File: config.mk
export PLATFORM = sky130hd
export DESIGN_NAME = parking_gate_controller
export DESIGN_NICKNAME = d
export VERILOG_FILES = /design/src/rtl/parking_gate_controller.sv
export SDC_FILE = /design/constraint.sdc
export NUM_CORES = 1
export LEC_CHECK = 0
export ABC_AREA = 1
export CAP_MARGIN = 15
export CELL_PAD_IN_SITES_DETAIL_PLACEMENT = 0
export CELL_PAD_IN_SITES_GLOBAL_PLACEMENT = 1
export CORE_MARGIN = 8
export CORE_UTILIZATION = 35
export DETAILED_ROUTE_END_ITERATION = 6
export PLACE_DENSITY = 0.7
export SYNTH_ARGS = -nofsm -noshare
export SYNTH_HDL_FRONTEND = slang
export SYNTH_SLANG_ARGS = --single-unit
File: constraint.sdc
create_clock -name clk -period 3 [get_ports clk]
set_input_delay 0.45 -clock clk [delete_from_list [all_inputs] [get_ports clk]]
set_output_delay 0.45 -clock clk [all_outputs]
set_load 0.01 [all_outputs]
File: src/rtl/parking_gate_controller.sv
// Shared entry/exit barrier controller: rising-edge request capture, exit-priority
// arbitration, open timeout, post-service guard interval and occupancy tracking.
module parking_gate_controller #(
    parameter int unsigned CAPACITY    = 8,
    parameter int unsigned OPEN_TICKS  = 15000000,
    parameter int unsigned GUARD_TICKS = 4
) (
    input  logic       clk,
    input  logic       rst,
    input  logic       entry_sensor,
    input  logic       exit_sensor,
    input  logic       pass_sensor,
    output logic       entry_gate,
    output logic       exit_gate,
    output logic [3:0] occupancy,
    output logic       next_full,
    output logic       entry_denied
);

    localparam logic [25:0] OPEN_LAST  = 26'(OPEN_TICKS - 1);
    localparam logic [25:0] GUARD_LAST = 26'(GUARD_TICKS - 1);
    localparam logic [3:0]  CAP        = 4'(CAPACITY);

    typedef enum logic [1:0] {IDLE, ENTRY_OPEN, EXIT_OPEN, GUARD} state_t;

    state_t      state;
    logic [25:0] timer;
    logic        entry_prev, exit_prev;
    logic        entry_pend, exit_pend;
    logic        entry_rise, exit_rise;
    logic        entry_clr, exit_clr;

    assign entry_rise = entry_sensor & ~entry_prev;
    assign exit_rise  = exit_sensor & ~exit_prev;
    assign next_full  = (occupancy == CAP);

    // A fresh rising edge on the clearing cycle is a new request, so set wins.
    always_comb begin
        exit_clr  = (state == IDLE) && exit_pend;
        entry_clr = (state == IDLE) && !exit_pend && entry_pend;
    end

    always_ff @(posedge clk or posedge rst) begin
        if (rst) begin
            state        <= IDLE;
            timer        <= '0;
            entry_prev   <= 1'b0;
            exit_prev    <= 1'b0;
            entry_pend   <= 1'b0;
            exit_pend    <= 1'b0;
            occupancy    <= '0;
            entry_gate   <= 1'b0;
            exit_gate    <= 1'b0;
            entry_denied <= 1'b0;
        end else begin
            entry_prev   <= entry_sensor;
            exit_prev    <= exit_sensor;
            entry_pend   <= entry_rise | (entry_pend & ~entry_clr);
            exit_pend    <= exit_rise | (exit_pend & ~exit_clr);
            entry_denied <= 1'b0;
            case (state)
                IDLE: begin
                    if (exit_pend) begin
                        if (occupancy != '0) begin
                            state     <= EXIT_OPEN;
                            exit_gate <= 1'b1;
                            timer     <= '0;
                        end
                    end else if (entry_pend) begin
                        if (next_full) begin
                            entry_denied <= 1'b1;
                        end else begin
                            state      <= ENTRY_OPEN;
                            entry_gate <= 1'b1;
                            timer      <= '0;
                        end
                    end
                end
                ENTRY_OPEN, EXIT_OPEN: begin
                    if (pass_sensor || timer == OPEN_LAST) begin
                        state      <= GUARD;
                        entry_gate <= 1'b0;
                        exit_gate  <= 1'b0;
                        timer      <= '0;
                        if (pass_sensor) begin
                            if (state == ENTRY_OPEN && occupancy != CAP)
                                occupancy <= occupancy + 4'd1;
                            else if (state == EXIT_OPEN && occupancy != '0)
                                occupancy <= occupancy - 4'd1;
                        end
                    end else begin
                        timer <= timer + 26'd1;
                    end
                end
                GUARD: begin
                    if (timer == GUARD_LAST) begin
                        state <= IDLE;
                        timer <= '0;
                    end else begin
                        timer <= timer + 26'd1;
                    end
                end
                default: state <= IDLE;
            endcase
        end
    end

endmodule

# Word level (Yosys, flattened, before mapping)

Cells that the tools add are included.

Muxes and demuxes: 28
Equal/unequal tests: 17
Bitwise operators: 10
Add/subtract/negate cells: 3
Reductions and logical operators: 17

Operator list:

| cell                  | count |
|---|---|
| $mux 26               | 6 |
| $pmux 26 s3           | 1 |
| $add 26x1->26 const B | 1 |
| $eq 26x2->1 const B   | 1 |
| $eq 26x24->1 const B  | 1 |
| $mux 2                | 6 |
| $ne 2x2->1 const B    | 6 |
| $mux 1                | 10 |
| $reduce_and 5->1      | 2 |
| $mux 4                | 2 |
| $reduce_and 4->1      | 2 |
| $ne 3x3->1 const B    | 2 |
| $pmux 2 s3            | 1 |
| $logic_and 1x1->1     | 5 |
| $add 4x1->4 const B   | 1 |
| $and 1x1->1           | 4 |
| $eq 2x2->1 const B    | 2 |
| $eq 4x4->1 const B    | 1 |
| $ne 4x4->1 const B    | 1 |
| $not 1->1             | 4 |
| $pmux 1 s2            | 2 |
| $reduce_bool 2->1     | 2 |
| $reduce_bool 4->1     | 1 |
| $sub 4x1->4 const B   | 1 |
| 9 further kinds       | 10 |

Bits in registers: 39
Input port bits: 5

# Longest topological paths before layout

Depth after elaboration: 6
Mapped depth: 13

# Least setup slack after synthesis

No wires, ideal clock.

Path kind: reg2reg
Start point: reg occupancy[0]
End point: reg occupancy[3]
Arrival time: 1.714 ns
Path slack: 1.163 ns
Period minus slack after synthesis: 1.837 ns
Buffers on the path: 0
Library setup time: 0.123 ns
Data required time: 2.877 ns
Stages on the path, launching flop included: 10
Cell sequence: dfrtp_1 -> nor2_1 -> nand2_2 -> nand2_1 -> ha_1 -> a21oi_1 -> nand2_1 -> xnor2_1 -> o21ai_0 -> nand2_1

Word-level cells in the longest chain between the ends: 4
Elaborated cells on any way between the ends: 10

Ends and longest elaborated chain:

| what                                                                | RTL line | source |
|---|---|---|
| from (decl)                                                         | 15       | `output logic [3:0] occupancy,` |
| from (signal assigned)                                              | 87       | `occupancy <= occupancy + 4'd1;` |
| from (signal assigned)                                              | 89       | `occupancy <= occupancy - 4'd1;` |
| parallel branches: the longest is 4 deep, another holds $sub 4x1->4 | -        |  |

Parallel ways; which one is timed is not known. The select of a mux whose other input is x is not followed.
A chain may end at the register's enable or synchronous reset.

# Worst setup path in the final report

Start point: reg occupancy[0]
End point: out next_full

Word-level cells in the longest chain between the ends: 1

Ends and longest elaborated chain:

| what       | RTL line | source |
|---|---|---|
| $eq 4x4->1 | 35       | `assign next_full = (occupancy == CAP);` |
| to (decl)  | 16       | `output logic next_full,` |

No other way between the ends.

==> results by group <==
Timing
  • Final Max Tran Viols: 0
  • Final hold vios: 0
  • Final worst-path cycle share: between 70% and 80%
  • Relative slew slack: around 65%
  • RSZ-0062 raised after global routing: false
  • F_max: 0.463 GHz
  • Final setup vio count: 0
  • Clk_skew: 0.0139 ns
  • Least-Margin Pin Slew: 0.523 ns
  • Tmin final: between 2 and 2.5 ns
  • Sum Neg Setup Slack: 0 ns

Layout
  • Fin area: 0.00282 mm²
  • Ant diodes: 0
  • Layout Cells excl Fill: 451
  • Final core utilization: 41.5%
  • Layout cells sized above 1: 7.04%
  • P&R area growth vs syn: 14.4%
  • Final #Nets: 368

Die
  • Die Y: 99.9 µm
  • DIE AREA: 0.00998 mm²
  • Starting Density: 36.3%
  • I/O pins: 13
  • # rows: 30
  • Floorplan core area: 0.00679 mm²
  • Die width: 99.9 µm

Power
  • Clock power frac: between 40% and 50%
  • Final Power: 1.08 mW
  • Switching share of total power: 20.0%
  • LEAKAGE: 1.38 nW
  • PD cells: approximately 380 mW/mm²
  • Switch Pwr: ~0.22 mW
  • Flop pwr share: between 40 and 50%
  • Internal power: 0.864 mW
  • Maximum vdd drop: between 0.15 and 0.2 mV
  • Gate power share: 1.6%

Route
  • Drt total wl: roughly 5.7 mm
  • WL per Instance: about 13 µm
  • Final ANT Viol Nets: 0
  • # DRC: 0
  • Initial DRT Pass Iterations: 4
  • Detailed router's first-iteration violation count: 76
  • Vias: approximately 2100
  • Vias/cell: 4.74

Worst hold path
  • Hold Crit Class: flip-flop to flip-flop
  • Hold Path Origin: exit_prev$_DFF_PP0_
  • Worst Hold Path Cells: 1
  • Worst hold path endpoint: exit_pend$_DFF_PP0_

Global route
  • Largest net degree at the start of global routing: 40
  • Global-route wire length before repair: 9.81 mm
  • Initial antenna violation count: 0
  • GRT Resource Usage Total: 12.2%
  • Vias in the first global route: ~2100
  • Grt total ovfl: 0

Worst setup path
  • RR Startpoint: state[0]$_DFFE_PP0P_
  • Crit-path max cell delay: ~0.53 ns
  • CP Data Required Time: roughly 2.6 ns
  • Critical Path End Type: primary output
  • Slowest CP cell: clkdlybuf4s50_1
  • Crit path DAT: 1.71 ns
  • CP cell instances: nor2_1, nand2_2, inv_1, clkdlybuf4s50_1
  • R2r setup slk: between 0.9 and 1 ns
  • CP Max Fanout: 5
  • Crit path kind: flip-flop to primary output
  • Reg2reg path depth: 12
  • CP startpoint kind: flip-flop
  • Worst flop-to-flop path endpoint: timer[19]$_DFFE_PP0P_

Clock tree
  • Clk sinks: 39
  • CTS Hold Bufs: 0
  • TritonCTS Buffers: 5
  • H-Tree Level Count: 2
  • # Post-CTS Setup Buffers: 0
  • CTS tree: yes
  • CTS root buffer: clkbuf_8
  • Clock-pin slew on the worst setup and hold paths: around 0.080 ns
  • Clock latency on the worst-skew pair: 0.30 ns
  • Cts repair resizes: 0
  • Max Buffers Root-to-Sink: 2

Placed design
  • Placer Congestion: a little over 0.8
  • Post-DP HPWL: 4.25 mm
  • # port buffers: 12
  • Cells after DPL: ~440
  • Area post-placement: 0.00268 mm²

Synth
  • Synthesized instance count: 338
  • Register area share after synthesis: between 30% and 40%
  • Synth unique cells: 26
  • Dominant cells by area after synthesis: dfrtp_1 (40%), nand2_1 (13%), inv_1 (7.2%), nor2_1 (6.1%), a21oi_1 (4.5%)
  • Synthesis Warnings: 0
  • Top cell type's share of synthesized area: between 30% and 40%
  • FF+latch count, synth: 39
  • Area leader, netlist: dfrtp_1
  • Mean Syn Cell Area: approximately 7.3 µm²
  • Commonest cells post-synth: nand2_1 (86), inv_1 (47), nor2_1 (40), dfrtp_1 (39), a21oi_1 (22)
  • Number of synthesized flops with an enable pin: 0
  • Post-Syn Area: roughly 0.0025 mm²
  • Syn_nets: 352
  • Async set-reset flop share out of synthesis: 100%
  • Dominant synthesized flop cell: dfrtp_1
  • Most common cell in the netlist: nand2_1

Flow run
  • Max-cap violations: 0

Status
  • Run status: finished clean
state kept, by name, summed over array words and instances (netlist names):
| signal | cells |
|---|---|
| exit_prev | 1 |
| entry_pend | 1 |
| entry_prev | 1 |
| entry_denied | 1 |
| exit_gate | 1 |
| timer | 26 |
| state | 2 |
| entry_gate | 1 |
| occupancy | 4 |
| exit_pend | 1 |
layer usage:
layer | vias to the layer above | part of all wire [%] | global-route usage [%] | wire length, µm
met1 | 982 | 47 | 15.1 | 2710
met3 | 10 | 3.5 | 2.70 | 203
li1 | 1108 | - | - | -
met5 | - | 0 | 0 | 0
met4 | 0 | 1.5 | 4.31 | 88
met2 | 36 | 48 | 20.3 | 2740
worst max-delay path by stage:
stage	start	to	depth (start not counted)
final	occupancy[0]$_DFFE_PP0P_	next_full	4
after global placement	state[0]$_DFFE_PP0P_	timer[19]$_DFFE_PP0P_	12
after CTS	occupancy[0]$_DFFE_PP0P_	next_full	4
after floorplan	occupancy[0]$_DFFE_PP0P_	occupancy[3]$_DFFE_PP0P_	9
after detailed placement	state[0]$_DFFE_PP0P_	timer[19]$_DFFE_PP0P_	12
after global routing	state[0]$_DFFE_PP0P_	timer[19]$_DFFE_PP0P_	12
worst max-delay path, delay by kind of cell, from the launching register on:
kind	cells	cell delay, ns
buffers and inverters	2	0.60
flip-flops	1	0.45
AND/OR/NAND/NOR	2	0.37
area by class of cell:
cell class	instances	area [µm²]
Multi-Input combinational cell	243	1250
Timing Repair Buffer	16	150
Tap cell	96	120
Inverter	49	184
Sequential cell	39	976
Fill cell	724	3980
Clock inverter	3	67.6
Clock buffer	5	68.8
logic make-up after synthesis:
logic type / synth area share (%)
AO/OA/AOI/OAI: 9.50
XOR/XNOR: 5.33
adder cells (fa/ha/maj): 4.88
buffers and inverters: 9.60
flip-flops: 39.6
AND/OR/NAND/NOR: 31.1
placed cells by master, fill, tap and decap left out:
| cell type | instances |
|---|---|
| o21bai_1 | 1 |
| nor2_1 | 40 |
| nor2_4 | 2 |
| o22ai_1 | 1 |
| clkbuf_8 | 5 |
| inv_1 | 47 |
| nand3_1 | 18 |
| buf_4 | 4 |
| xnor2_1 | 3 |
| nand4_1 | 10 |
| nor3_1 | 9 |
| fa_1 | 1 |
| bufinv_16 | 2 |
| xor2_1 | 12 |
| dfrtp_1 | 39 |
| o211ai_1 | 2 |
| o21ai_0 | 19 |
| clkdlybuf4s50_1 | 12 |
| a21oi_1 | 22 |
| nand2_1 | 86 |
| inv_2 | 2 |
| ha_1 | 8 |
| clkinvlp_4 | 1 |
| nand2_2 | 4 |
| nand3_2 | 2 |
| nor3_2 | 1 |
| nor2_2 | 1 |
| nand2_4 | 1 |
power by group through the flow:
stage / Combinational [mW] / Clock (mW) / Sequential (mW)
6_report: 0.0177 / 0.536 / 0.527
5_1_grt: 0.0213 / 0.569 / 0.527
2_1_floorplan: 0.00830 / 0 / 0.537
3_3_place_gp: 0.0189 / 0 / 0.537
4_1_cts: 0.0191 / 0.552 / 0.527
3_5_place_dp: 0.0190 / 0 / 0.537
per-stage QoR:
| stage | hold slack, ns | worst slack (ns) |
|---|---|---|
| global placement | 0.400 | 0.901 |
| global route | 0.424 | 0.684 |
| finish | 0.416 | 0.841 |
| detailed placement | 0.410 | 0.888 |
| CTS | 0.422 | 0.809 |
| floorplan | 0.399 | 1.16 |
No activity file was read; power rests on OpenSTA's default activity.
